File: config.mk
export PLATFORM = sky130hd
export DESIGN_NAME = stereo_frame_packer_flat
export DESIGN_NICKNAME = d
export VERILOG_FILES = /design/src/rtl/stereo_frame_packer_if.sv /design/src/rtl/stereo_frame_packer.sv /design/src/flat_wrapper.sv
export SDC_FILE = /design/constraint.sdc
export NUM_CORES = 1
export LEC_CHECK = 0
export CAP_MARGIN = 20
export CORE_MARGIN = 10
export CORE_UTILIZATION = 30
export CTS_CLUSTER_DIAMETER = 80
export DETAILED_ROUTE_END_ITERATION = 10
export DONT_BUFFER_PORTS = 1
export PLACE_DENSITY_LB_ADDON = 0.2
export SYNTH_ARGS = -nofsm -noshare
export SYNTH_HDL_FRONTEND = slang
export SYNTH_SLANG_ARGS = --single-unit
File: constraint.sdc
create_clock -name clk_100mhz -period 2.39 [get_ports clk_100mhz]
set_clock_uncertainty 0.05 [all_clocks]
set_input_delay 0.478 -clock clk_100mhz [delete_from_list [all_inputs] [get_ports clk_100mhz]]
set_output_delay 0.478 -clock clk_100mhz [all_outputs]
set_load 0.01 [all_outputs]
File: src/rtl/stereo_frame_packer_if.sv
// Pixel-stream inputs and BRAM write-port outputs of the stereo frame packer.
// Pure signal bundle: no logic, no latency of its own.
// No backpressure: pixel streams are qualified by valid only.
interface stereo_frame_packer_if #(
  parameter int ADDR_W = 14,
  parameter int DATA_W = 48
);
  logic              left_valid_in;
  logic              left_frame_start_in;
  logic [7:0]        left_pixel_in;
  logic              right_valid_in;
  logic              right_frame_start_in;
  logic [7:0]        right_pixel_in;
  logic              match_done_in;

  logic              left_we_out;
  logic [ADDR_W-1:0] left_addr_out;
  logic [DATA_W-1:0] left_data_out;
  logic              right_we_out;
  logic [ADDR_W-1:0] right_addr_out;
  logic [DATA_W-1:0] right_data_out;
  logic              writing_image_out;
  logic              new_frame_out;
  logic              dropped_frame_out;

  // Packer side: consumes pixels, drives the BRAM ports.
  modport slave (
    input  left_valid_in, left_frame_start_in, left_pixel_in,
    input  right_valid_in, right_frame_start_in, right_pixel_in,
    input  match_done_in,
    output left_we_out, left_addr_out, left_data_out,
    output right_we_out, right_addr_out, right_data_out,
    output writing_image_out, new_frame_out, dropped_frame_out
  );

  // Camera/matcher side: produces pixels, observes the BRAM ports.
  modport master (
    output left_valid_in, left_frame_start_in, left_pixel_in,
    output right_valid_in, right_frame_start_in, right_pixel_in,
    output match_done_in,
    input  left_we_out, left_addr_out, left_data_out,
    input  right_we_out, right_addr_out, right_data_out,
    input  writing_image_out, new_frame_out, dropped_frame_out
  );
endinterface

File: src/rtl/stereo_frame_packer.sv
// Packs left/right raster pixel streams into PIX_PER_WORD-pixel words written to frame BRAMs.
// Latency: write enable one cycle after the last pixel of a word; new_frame one cycle after the later final write.
// No backpressure: at most one pixel per cycle per stream; frame starts while the matcher is busy are dropped.
module stereo_frame_packer #(
  parameter int IMG_W        = 240,
  parameter int IMG_H        = 320,
  parameter int PIX_PER_WORD = 6,
  parameter int WORDS        = IMG_W / PIX_PER_WORD * IMG_H
) (
  input  logic                   clk_100mhz,
  input  logic                   sys_rst,
  stereo_frame_packer_if.slave   bus
);
  localparam int ADDR_W = $clog2(WORDS);
  localparam int DATA_W = 8 * PIX_PER_WORD;
  localparam int LANE_W = (PIX_PER_WORD > 1) ? $clog2(PIX_PER_WORD) : 1;
  localparam logic [LANE_W-1:0] LAST_LANE = LANE_W'(PIX_PER_WORD - 1);
  localparam logic [ADDR_W-1:0] LAST_WORD = ADDR_W'(WORDS - 1);

  typedef enum logic [1:0] {C_IDLE, C_CAPTURE, C_DONE} chan_state_t;
  typedef enum logic       {ACCEPT, WAIT_MATCH}        top_state_t;

  // Channel 0 is left, channel 1 is right.
  logic [1:0] ch_vld;
  logic [1:0] ch_start;
  logic [7:0] ch_pix [2];

  assign ch_vld   = {bus.right_valid_in, bus.left_valid_in};
  assign ch_start = {bus.right_frame_start_in, bus.left_frame_start_in};
  assign ch_pix[0] = bus.left_pixel_in;
  assign ch_pix[1] = bus.right_pixel_in;

  top_state_t        top_q, top_d;
  logic              new_frame_q, new_frame_d;
  logic              dropped_q, dropped_d;
  logic              release_frame;

  chan_state_t       cst_q  [2];
  chan_state_t       cst_d  [2];
  logic [LANE_W-1:0] lane_q [2];
  logic [LANE_W-1:0] lane_d [2];
  logic [ADDR_W-1:0] word_q [2];
  logic [ADDR_W-1:0] word_d [2];
  logic [DATA_W-1:0] acc_q  [2];
  logic [DATA_W-1:0] acc_d  [2];
  logic [ADDR_W-1:0] addr_q [2];
  logic [ADDR_W-1:0] addr_d [2];
  logic [DATA_W-1:0] data_q [2];
  logic [DATA_W-1:0] data_d [2];
  logic [1:0]        we_q, we_d;

  // The matcher hands the buffers back only while we are waiting for it.
  assign release_frame = (top_q == WAIT_MATCH) && bus.match_done_in;

  // Top FSM: announce a complete stereo pair, then reject starts until the matcher is done.
  always_comb begin
    top_d       = top_q;
    new_frame_d = 1'b0;
    dropped_d   = 1'b0;
    case (top_q)
      ACCEPT: begin
        if (cst_q[0] == C_DONE && cst_q[1] == C_DONE) begin
          new_frame_d = 1'b1;
          top_d       = WAIT_MATCH;
        end
      end
      WAIT_MATCH: begin
        // Simultaneous starts on both channels collapse into one pulse.
        dropped_d = |(ch_vld & ch_start);
        if (bus.match_done_in) top_d = ACCEPT;
      end
      default: top_d = ACCEPT;
    endcase
  end

  // Channel FSMs: collect lanes, emit a word on the last lane, stop after the last word.
  always_comb begin
    for (int c = 0; c < 2; c++) begin
      cst_d[c]  = cst_q[c];
      lane_d[c] = lane_q[c];
      word_d[c] = word_q[c];
      acc_d[c]  = acc_q[c];
      addr_d[c] = addr_q[c];
      data_d[c] = data_q[c];
      we_d[c]   = 1'b0;
      case (cst_q[c])
        C_IDLE, C_CAPTURE: begin
          if (ch_vld[c] && ch_start[c]) begin
            // A start always becomes pixel (0,0); any partial word is abandoned.
            acc_d[c]       = '0;
            acc_d[c][7:0]  = ch_pix[c];
            lane_d[c]      = LANE_W'(1);
            word_d[c]      = '0;
            cst_d[c]       = C_CAPTURE;
          end else if (ch_vld[c] && cst_q[c] == C_CAPTURE) begin
            if (lane_q[c] == LAST_LANE) begin
              data_d[c] = acc_q[c];
              data_d[c][DATA_W-1 -: 8] = ch_pix[c];
              addr_d[c] = word_q[c];
              we_d[c]   = 1'b1;
              lane_d[c] = '0;
              if (word_q[c] == LAST_WORD) begin
                word_d[c] = '0;
                cst_d[c]  = C_DONE;
              end else begin
                word_d[c] = word_q[c] + ADDR_W'(1);
              end
            end else begin
              acc_d[c][8*lane_q[c] +: 8] = ch_pix[c];
              lane_d[c] = lane_q[c] + LANE_W'(1);
            end
          end
        end
        C_DONE: begin
          if (release_frame) cst_d[c] = C_IDLE;
        end
        default: cst_d[c] = C_IDLE;
      endcase
    end
  end

  // Top state and status pulses.
  always_ff @(posedge clk_100mhz) begin
    if (sys_rst) begin
      top_q       <= ACCEPT;
      new_frame_q <= 1'b0;
      dropped_q   <= 1'b0;
    end else begin
      top_q       <= top_d;
      new_frame_q <= new_frame_d;
      dropped_q   <= dropped_d;
    end
  end

  // Channel state, packing registers and BRAM write port.
  always_ff @(posedge clk_100mhz) begin
    if (sys_rst) begin
      for (int c = 0; c < 2; c++) begin
        cst_q[c]  <= C_IDLE;
        lane_q[c] <= '0;
        word_q[c] <= '0;
        acc_q[c]  <= '0;
        addr_q[c] <= '0;
        data_q[c] <= '0;
      end
      we_q <= '0;
    end else begin
      for (int c = 0; c < 2; c++) begin
        cst_q[c]  <= cst_d[c];
        lane_q[c] <= lane_d[c];
        word_q[c] <= word_d[c];
        acc_q[c]  <= acc_d[c];
        addr_q[c] <= addr_d[c];
        data_q[c] <= data_d[c];
      end
      we_q <= we_d;
    end
  end

  assign bus.left_we_out       = we_q[0];
  assign bus.left_addr_out     = addr_q[0];
  assign bus.left_data_out     = data_q[0];
  assign bus.right_we_out      = we_q[1];
  assign bus.right_addr_out    = addr_q[1];
  assign bus.right_data_out    = data_q[1];
  assign bus.writing_image_out = we_q[0] | we_q[1];
  assign bus.new_frame_out     = new_frame_q;
  assign bus.dropped_frame_out = dropped_q;
endmodule
File: src/flat_wrapper.sv
// flat-port wrapper written by rule: the top's interface ports become plain ports
module stereo_frame_packer_flat 
#(
  parameter int IMG_W        = 240,
  parameter int IMG_H        = 320,
  parameter int PIX_PER_WORD = 6,
  parameter int WORDS        = IMG_W / PIX_PER_WORD * IMG_H
)
  (clk_100mhz, sys_rst, bus_left_valid_in, bus_left_frame_start_in, bus_left_pixel_in, bus_right_valid_in, bus_right_frame_start_in, bus_right_pixel_in, bus_match_done_in, bus_left_we_out, bus_left_addr_out, bus_left_data_out, bus_right_we_out, bus_right_addr_out, bus_right_data_out, bus_writing_image_out, bus_new_frame_out, bus_dropped_frame_out);
  stereo_frame_packer_if bus_i ();
  input  logic clk_100mhz;
  input  logic sys_rst;
  input wire logic [$bits(bus_i.left_valid_in)-1:0] bus_left_valid_in;
  input wire logic [$bits(bus_i.left_frame_start_in)-1:0] bus_left_frame_start_in;
  input wire logic [$bits(bus_i.left_pixel_in)-1:0] bus_left_pixel_in;
  input wire logic [$bits(bus_i.right_valid_in)-1:0] bus_right_valid_in;
  input wire logic [$bits(bus_i.right_frame_start_in)-1:0] bus_right_frame_start_in;
  input wire logic [$bits(bus_i.right_pixel_in)-1:0] bus_right_pixel_in;
  input wire logic [$bits(bus_i.match_done_in)-1:0] bus_match_done_in;
  output wire logic [$bits(bus_i.left_we_out)-1:0] bus_left_we_out;
  output wire logic [$bits(bus_i.left_addr_out)-1:0] bus_left_addr_out;
  output wire logic [$bits(bus_i.left_data_out)-1:0] bus_left_data_out;
  output wire logic [$bits(bus_i.right_we_out)-1:0] bus_right_we_out;
  output wire logic [$bits(bus_i.right_addr_out)-1:0] bus_right_addr_out;
  output wire logic [$bits(bus_i.right_data_out)-1:0] bus_right_data_out;
  output wire logic [$bits(bus_i.writing_image_out)-1:0] bus_writing_image_out;
  output wire logic [$bits(bus_i.new_frame_out)-1:0] bus_new_frame_out;
  output wire logic [$bits(bus_i.dropped_frame_out)-1:0] bus_dropped_frame_out;
  assign bus_i.left_valid_in = bus_left_valid_in;
  assign bus_i.left_frame_start_in = bus_left_frame_start_in;
  assign bus_i.left_pixel_in = bus_left_pixel_in;
  assign bus_i.right_valid_in = bus_right_valid_in;
  assign bus_i.right_frame_start_in = bus_right_frame_start_in;
  assign bus_i.right_pixel_in = bus_right_pixel_in;
  assign bus_i.match_done_in = bus_match_done_in;
  assign bus_left_we_out = bus_i.left_we_out;
  assign bus_left_addr_out = bus_i.left_addr_out;
  assign bus_left_data_out = bus_i.left_data_out;
  assign bus_right_we_out = bus_i.right_we_out;
  assign bus_right_addr_out = bus_i.right_addr_out;
  assign bus_right_data_out = bus_i.right_data_out;
  assign bus_writing_image_out = bus_i.writing_image_out;
  assign bus_new_frame_out = bus_i.new_frame_out;
  assign bus_dropped_frame_out = bus_i.dropped_frame_out;
  stereo_frame_packer #(.IMG_W(IMG_W), .IMG_H(IMG_H), .PIX_PER_WORD(PIX_PER_WORD), .WORDS(WORDS)) u_core (.clk_100mhz(clk_100mhz), .sys_rst(sys_rst), .bus(bus_i));
endmodule
Yosys cells after proc, flatten, opt, wreduce, memory -nomap -nowiden
Memory sizes are Yosys's and may differ from the RTL's.
Index checks and enable logic that the tools add are counted.
{"block": "totals", "elab_cells": 139, "output_inout_bits": 129, "input_bits": 23, "reg_bits": 5, "mem_bits_rw": 258, "n_memories": 6}
{"block": "classes", "addsub": 6, "muxes": 76, "bitwise_logic": 19, "n_eq_ne": 8, "reduce_logical": 15, "shift": 4}
{"name": "u_core.acc_q", "words": 2, "width": 48, "rd": 2, "rd_clocked_by_memory_dff": 0, "write_ports": 2, "line": "stereo_frame_packer.sv:44", "text": "logic [DATA_W-1:0] acc_q [2];"}
{"name": "u_core.data_q", "words": 2, "width": 48, "rd": 2, "rd_clocked_by_memory_dff": 0, "write_ports": 2, "line": "stereo_frame_packer.sv:48", "text": "logic [DATA_W-1:0] data_q [2];"}
{"name": "u_core.addr_q", "words": 2, "width": 14, "rd": 2, "rd_clocked_by_memory_dff": 0, "write_ports": 2, "line": "stereo_frame_packer.sv:46", "text": "logic [ADDR_W-1:0] addr_q [2];"}
{"name": "u_core.word_q", "words": 2, "width": 14, "rd": 2, "rd_clocked_by_memory_dff": 0, "write_ports": 2, "line": "stereo_frame_packer.sv:42", "text": "logic [ADDR_W-1:0] word_q [2];"}
{"name": "u_core.lane_q", "words": 2, "width": 3, "rd": 2, "rd_clocked_by_memory_dff": 0, "write_ports": 2, "line": "stereo_frame_packer.sv:40", "text": "logic [LANE_W-1:0] lane_q [2];"}
{"name": "u_core.cst_q", "words": 2, "width": 2, "rd": 2, "rd_clocked_by_memory_dff": 0, "write_ports": 2, "line": "stereo_frame_packer.sv:38", "text": "chan_state_t cst_q [2];"}
{"op": "48-bit two-way mux", "count": 20}
{"op": "14-bit two-way mux", "count": 22}
{"op": "48-bit bitwise mux", "count": 2}
{"op": "8-bit by 34-bit variable shift with 48-bit output, first input constant", "count": 2}
{"op": "8-bit by 34-bit variable part select with 48-bit output", "count": 2}
{"op": "6-bit negation with 34-bit output", "count": 2}
{"op": "3-bit two-way mux", "count": 10}
{"op": "14-bit by 1-bit adder with 14-bit output, second input constant", "count": 2}
{"op": "14-bit == test, second input constant", "count": 2}
{"op": "2-bit two-way mux", "count": 12}
{"op": "1-bit bitwise OR", "count": 13}
{"op": "2-bit OR reduction", "count": 5}
{"op": "2-bit case mux with 2 select lines", "count": 2}
{"op": "4-bit OR reduction", "count": 2}
{"op": "1-bit two-way mux", "count": 7}
{"op": "3-bit by 1-bit adder with 3-bit output, second input constant", "count": 2}
{"op": "3-bit == test, second input constant", "count": 2}
{"op": "1-bit logical AND", "count": 6}
{"op": "1-bit NOT", "count": 5}
{"op": "2-bit by 1-bit == test with 1-bit output, second input constant", "count": 2}
{"op": "2-bit == test, second input constant", "count": 2}
{"op": "2-bit zero test", "count": 2}
{"op": "2-bit AND", "count": 1}
{"op": "1-bit case mux with 2 select lines", "count": 1}

Depth between registers and ports, before layout
{"block": "depth", "word_depth": 8, "ltp_mapped": 10, "depth_no_buf": 7}

Worst setup path before layout
No wires, ideal clock.
{"block": "synth_timing", "path_kind": "register to register", "from": "mem u_core.lane_q[0][3] (netlist bit)", "to": "mem u_core.acc_q[1][0] (netlist: u_core.acc_q[0][48])", "arrival_time_ns": 2.409, "setup_ns": 0.132, "t_required_ns": 2.208, "period_less_slack_ns": 2.591, "setup_slack_ns": -0.201, "path_buffers": 2, "stages_incl_launch_ff": 10, "cell_sequence": "dfxtp_1 -> clkbuf_1 -> inv_1 -> ha_1 -> ha_1 -> clkbuf_1 -> or4b_1 -> o31a_1 -> o21ai_0 -> a21oi_1"}
{"element": "start, declared", "line": "stereo_frame_packer.sv:40"}
{"element": "end, declared", "line": "stereo_frame_packer.sv:44"}

==> results.toml <==
[sta]
min_period_over_period_pct = 95.4
min_period_ns = 2.28
max_freq_mhz = 439
finalSetupViolCount = 0
timing.slew.headroom_pct = 55.4
tns_ns = 0
worst_pin_slew_ns = 0.668
hold_viol = 0
hold_slack_ns = 0.0213
finalMaxSlewViolations = 0

[worst_setup_path]
cp-start-kind = "register"
worstSetupPathType = "register to register"
required_ns = 2.77
worstPathArrival_ns = 2.66
cp_max_fo = 7
end_kind = "register"

[place]
post-dp-hpwl_um = 20000
gp_congestion = 0.767
io_buffers = 0

[detailed_routing]
dr.pass1.iters = 5
post_drt_wl_per_cell_um = 18.0
vias = 8636
first_iter_violations = 405
drc = 0
drt-total-wl_um = 30000
ant_nets = 0
viasPerCell = 5.18

[power_and_ir_drop]
cellPowerDensity_mw_per_mm2 = 755
irDropWorstVdd_v = 0.000501
p_leak_nw = 3.92

[layout]
num_antenna_cells = 0
final_common_cell = "nand2_1"
postLayoutCoreUtil_pct = 36.1
fillers = 3481
final_nets = 1246
area_growth_pct = 19.1
final_cell_mix = "nand2_1, dfxtp_1, a21oi_1, nand3_1, buf_4"
layout-drive-gt1-share_pct = 10.6

[flow_run]
drv_cap = 0

[yosys]
synthAdderAreaFrac_pct = 2.03
synth.cell_area_mm2 = 0.00988
ys_seq_elements = 247
async_flop_share_pct = 0
synth_xor_xnor_area_share_pct = 0.532
yosysSeqAreaShare_pct = 50.1
synth-compound-area-share_pct = 20.0
yosys_warnings = 0
synth_simple_gate_area_share_pct = 23.3
synth.distinct_cells = 52
synth_flop_cell = "dfxtp_1"
synth.net_count = 1229
synth_top_family_by_area = "simple AND/OR/NAND/NOR gates"
synth.mux.area_fraction_pct = 0.101
synth_area_per_cell_um2 = 8.30
syn_inst = 1190
synth-edff-count = 0

[grt]
grt_max_degree = 180
grt_usage_pct = 13.8
first_global_vias = 8002
met2_usage_pct = 22.6
met3_usage_pct = 4.51
grt_pass1_wl_um = 46800
antenna_found_initial = 0
gr-total-overflow = 0
busiest_layer = "met2"
grtUsageMet1_pct = 17.1

[floorplan]
die_w_um = 201
die_h_um = 201
initial_utilization_pct = 30.4
core_area_mm2 = 0.0325
row_count = 66
die-area_mm2 = 0.0406
ios = 152

[clocking]
clock_tree.htree_level_count = 1
tritoncts = "built"
numCtsBuffers = 28
clock_path_buffers = 3
cts_num_sinks = 247
clk_latency_ns = 0.54
clkTransAtPathRegs_ns = 0.06
root_buffer = "clkbuf_16"

[hold_path]
min_path_type = "primary input to register"

[outcome]
status = "finished clean"
[where the power goes]
| part | internal (W) | total (W) | leakage [nW] | switching (W) |
|---|---|---|---|---|
| clock | 0.00265 | 0.00436 | 0.455 | 0.00171 |
| combinational | 0.000131 | 0.000369 | 1.47 | 0.000238 |
| sequential | 0.00414 | 0.00415 | 1.99 | 0.0000137 |
[metal layers]
metal  vias to the layer above  part of all wire (%)
li1                       4285                     -
met4                         0                   2.3
met3                        43                   8.2
met1                      4102                    43
met5                         -                     0
met2                       206                    46
[sequential cells by signal, summed over array words and instances, names as in the netlist]
| signal | cells |
|---|---|
| u_core.data_q | 96 |
| u_core.bus.dropped_frame_out | 1 |
| u_core.bus.new_frame_out | 1 |
| u_core.we_q | 2 |
| u_core.word_q | 28 |
| u_core.lane_q | 6 |
| u_core.acc_q | 80 |
| u_core.top_q | 1 |
| u_core.addr_q | 28 |
| u_core.cst_q | 4 |
[per-stage QoR]
step                power [W]  area, µm²  instances  setup slack (ns)
finish                0.00888      11800       1668             0.111
global route          0.00917      11800       1668           -0.0366
CTS                   0.00898      11600       1664           0.00975
detailed placement    0.00457      10500       1597             0.216
global placement      0.00457      10500       1597             0.253
floorplan             0.00450       9900       1190            0.0174
[path summary, 6_finish.rpt]
| check | endpoint | depth (start not counted) | slack [ns] | start |
|---|---|---|---|---|
| setup / recovery | u_core.acc_q[0][6] | 10 | 0.11 | u_core.lane_q[0][0] |
| hold reg to reg | u_core.data_q[0][7] | 2 | 0.40 | u_core.acc_q[0][7] |
| hold / removal | u_core.data_q[0][90] | 2 | 0.02 | bus_right_pixel_in[2] |
| setup reg to reg | u_core.acc_q[0][6] | 10 | 0.11 | u_core.lane_q[0][0] |
[timing repair]
action | CTS | global route
endpoints found under the setup margin | 0 | 8
setup buffers | 0 | 2
hold buffers | 18 | 1
hold endpoints to repair | 175 | 39
gates resized for setup | 0 | 17
[synth_stat cells, drive strengths merged (5+ instances only)]
cell	number	share of area, %
nand3	61	3.1
nand3b	12	0.91
dfxtp	247	50
nand2	289	11
and3	5	0.32
nand2b	6	0.38
and4	6	0.53
a31o	10	0.89
a21oi	174	8.8
a31oi	25	1.6
nor3	17	0.91
ha	16	2.0
o41ai	5	0.44
o311a	6	0.61
or3	5	0.32
o31ai	35	2.8
nor2b	5	0.32
clkbuf	59	2.2
and2	13	0.82
o21ai	40	2.0
nand4	41	2.6
nor2	19	0.72
inv	9	0.34
buf	30	1.5
o221ai	6	0.72
nor4	7	0.51
o21a	7	0.53
[logic make-up after synthesis]
kind of cell,count (synthesis)
and+or+nand+nor,496
AOI/OAI and AO/OA,326
DFF,247
buffers and inverters,98
adders and majority gates,16
xor gates and xnor gates,6
muxes,1
[worst max-delay path: stages, from the launching register on]
cell and delay (ns):
dfxtp_1 0.33, inv_1 0.07, ha_2 0.19, ha_1 0.28, buf_4 0.17, nor2_4 0.10
a31oi_1 0.09, buf_4 0.16, o21ai_1 0.11, a21oi_1 0.07, dlygate4sd3_1 0.56
[layout make-up]
class	count	area, µm²	area share, %
multi-input combinational	845	4620	39.3
timing repair buffer	76	686	5.83
sequential	247	4950	42.1
clock buffer	42	815	6.93
clock inverter	7	110	0.936
tap	442	553	4.70
inverter	9	33.8	0.287
Note: power is estimated with default switching activity, not from simulation.
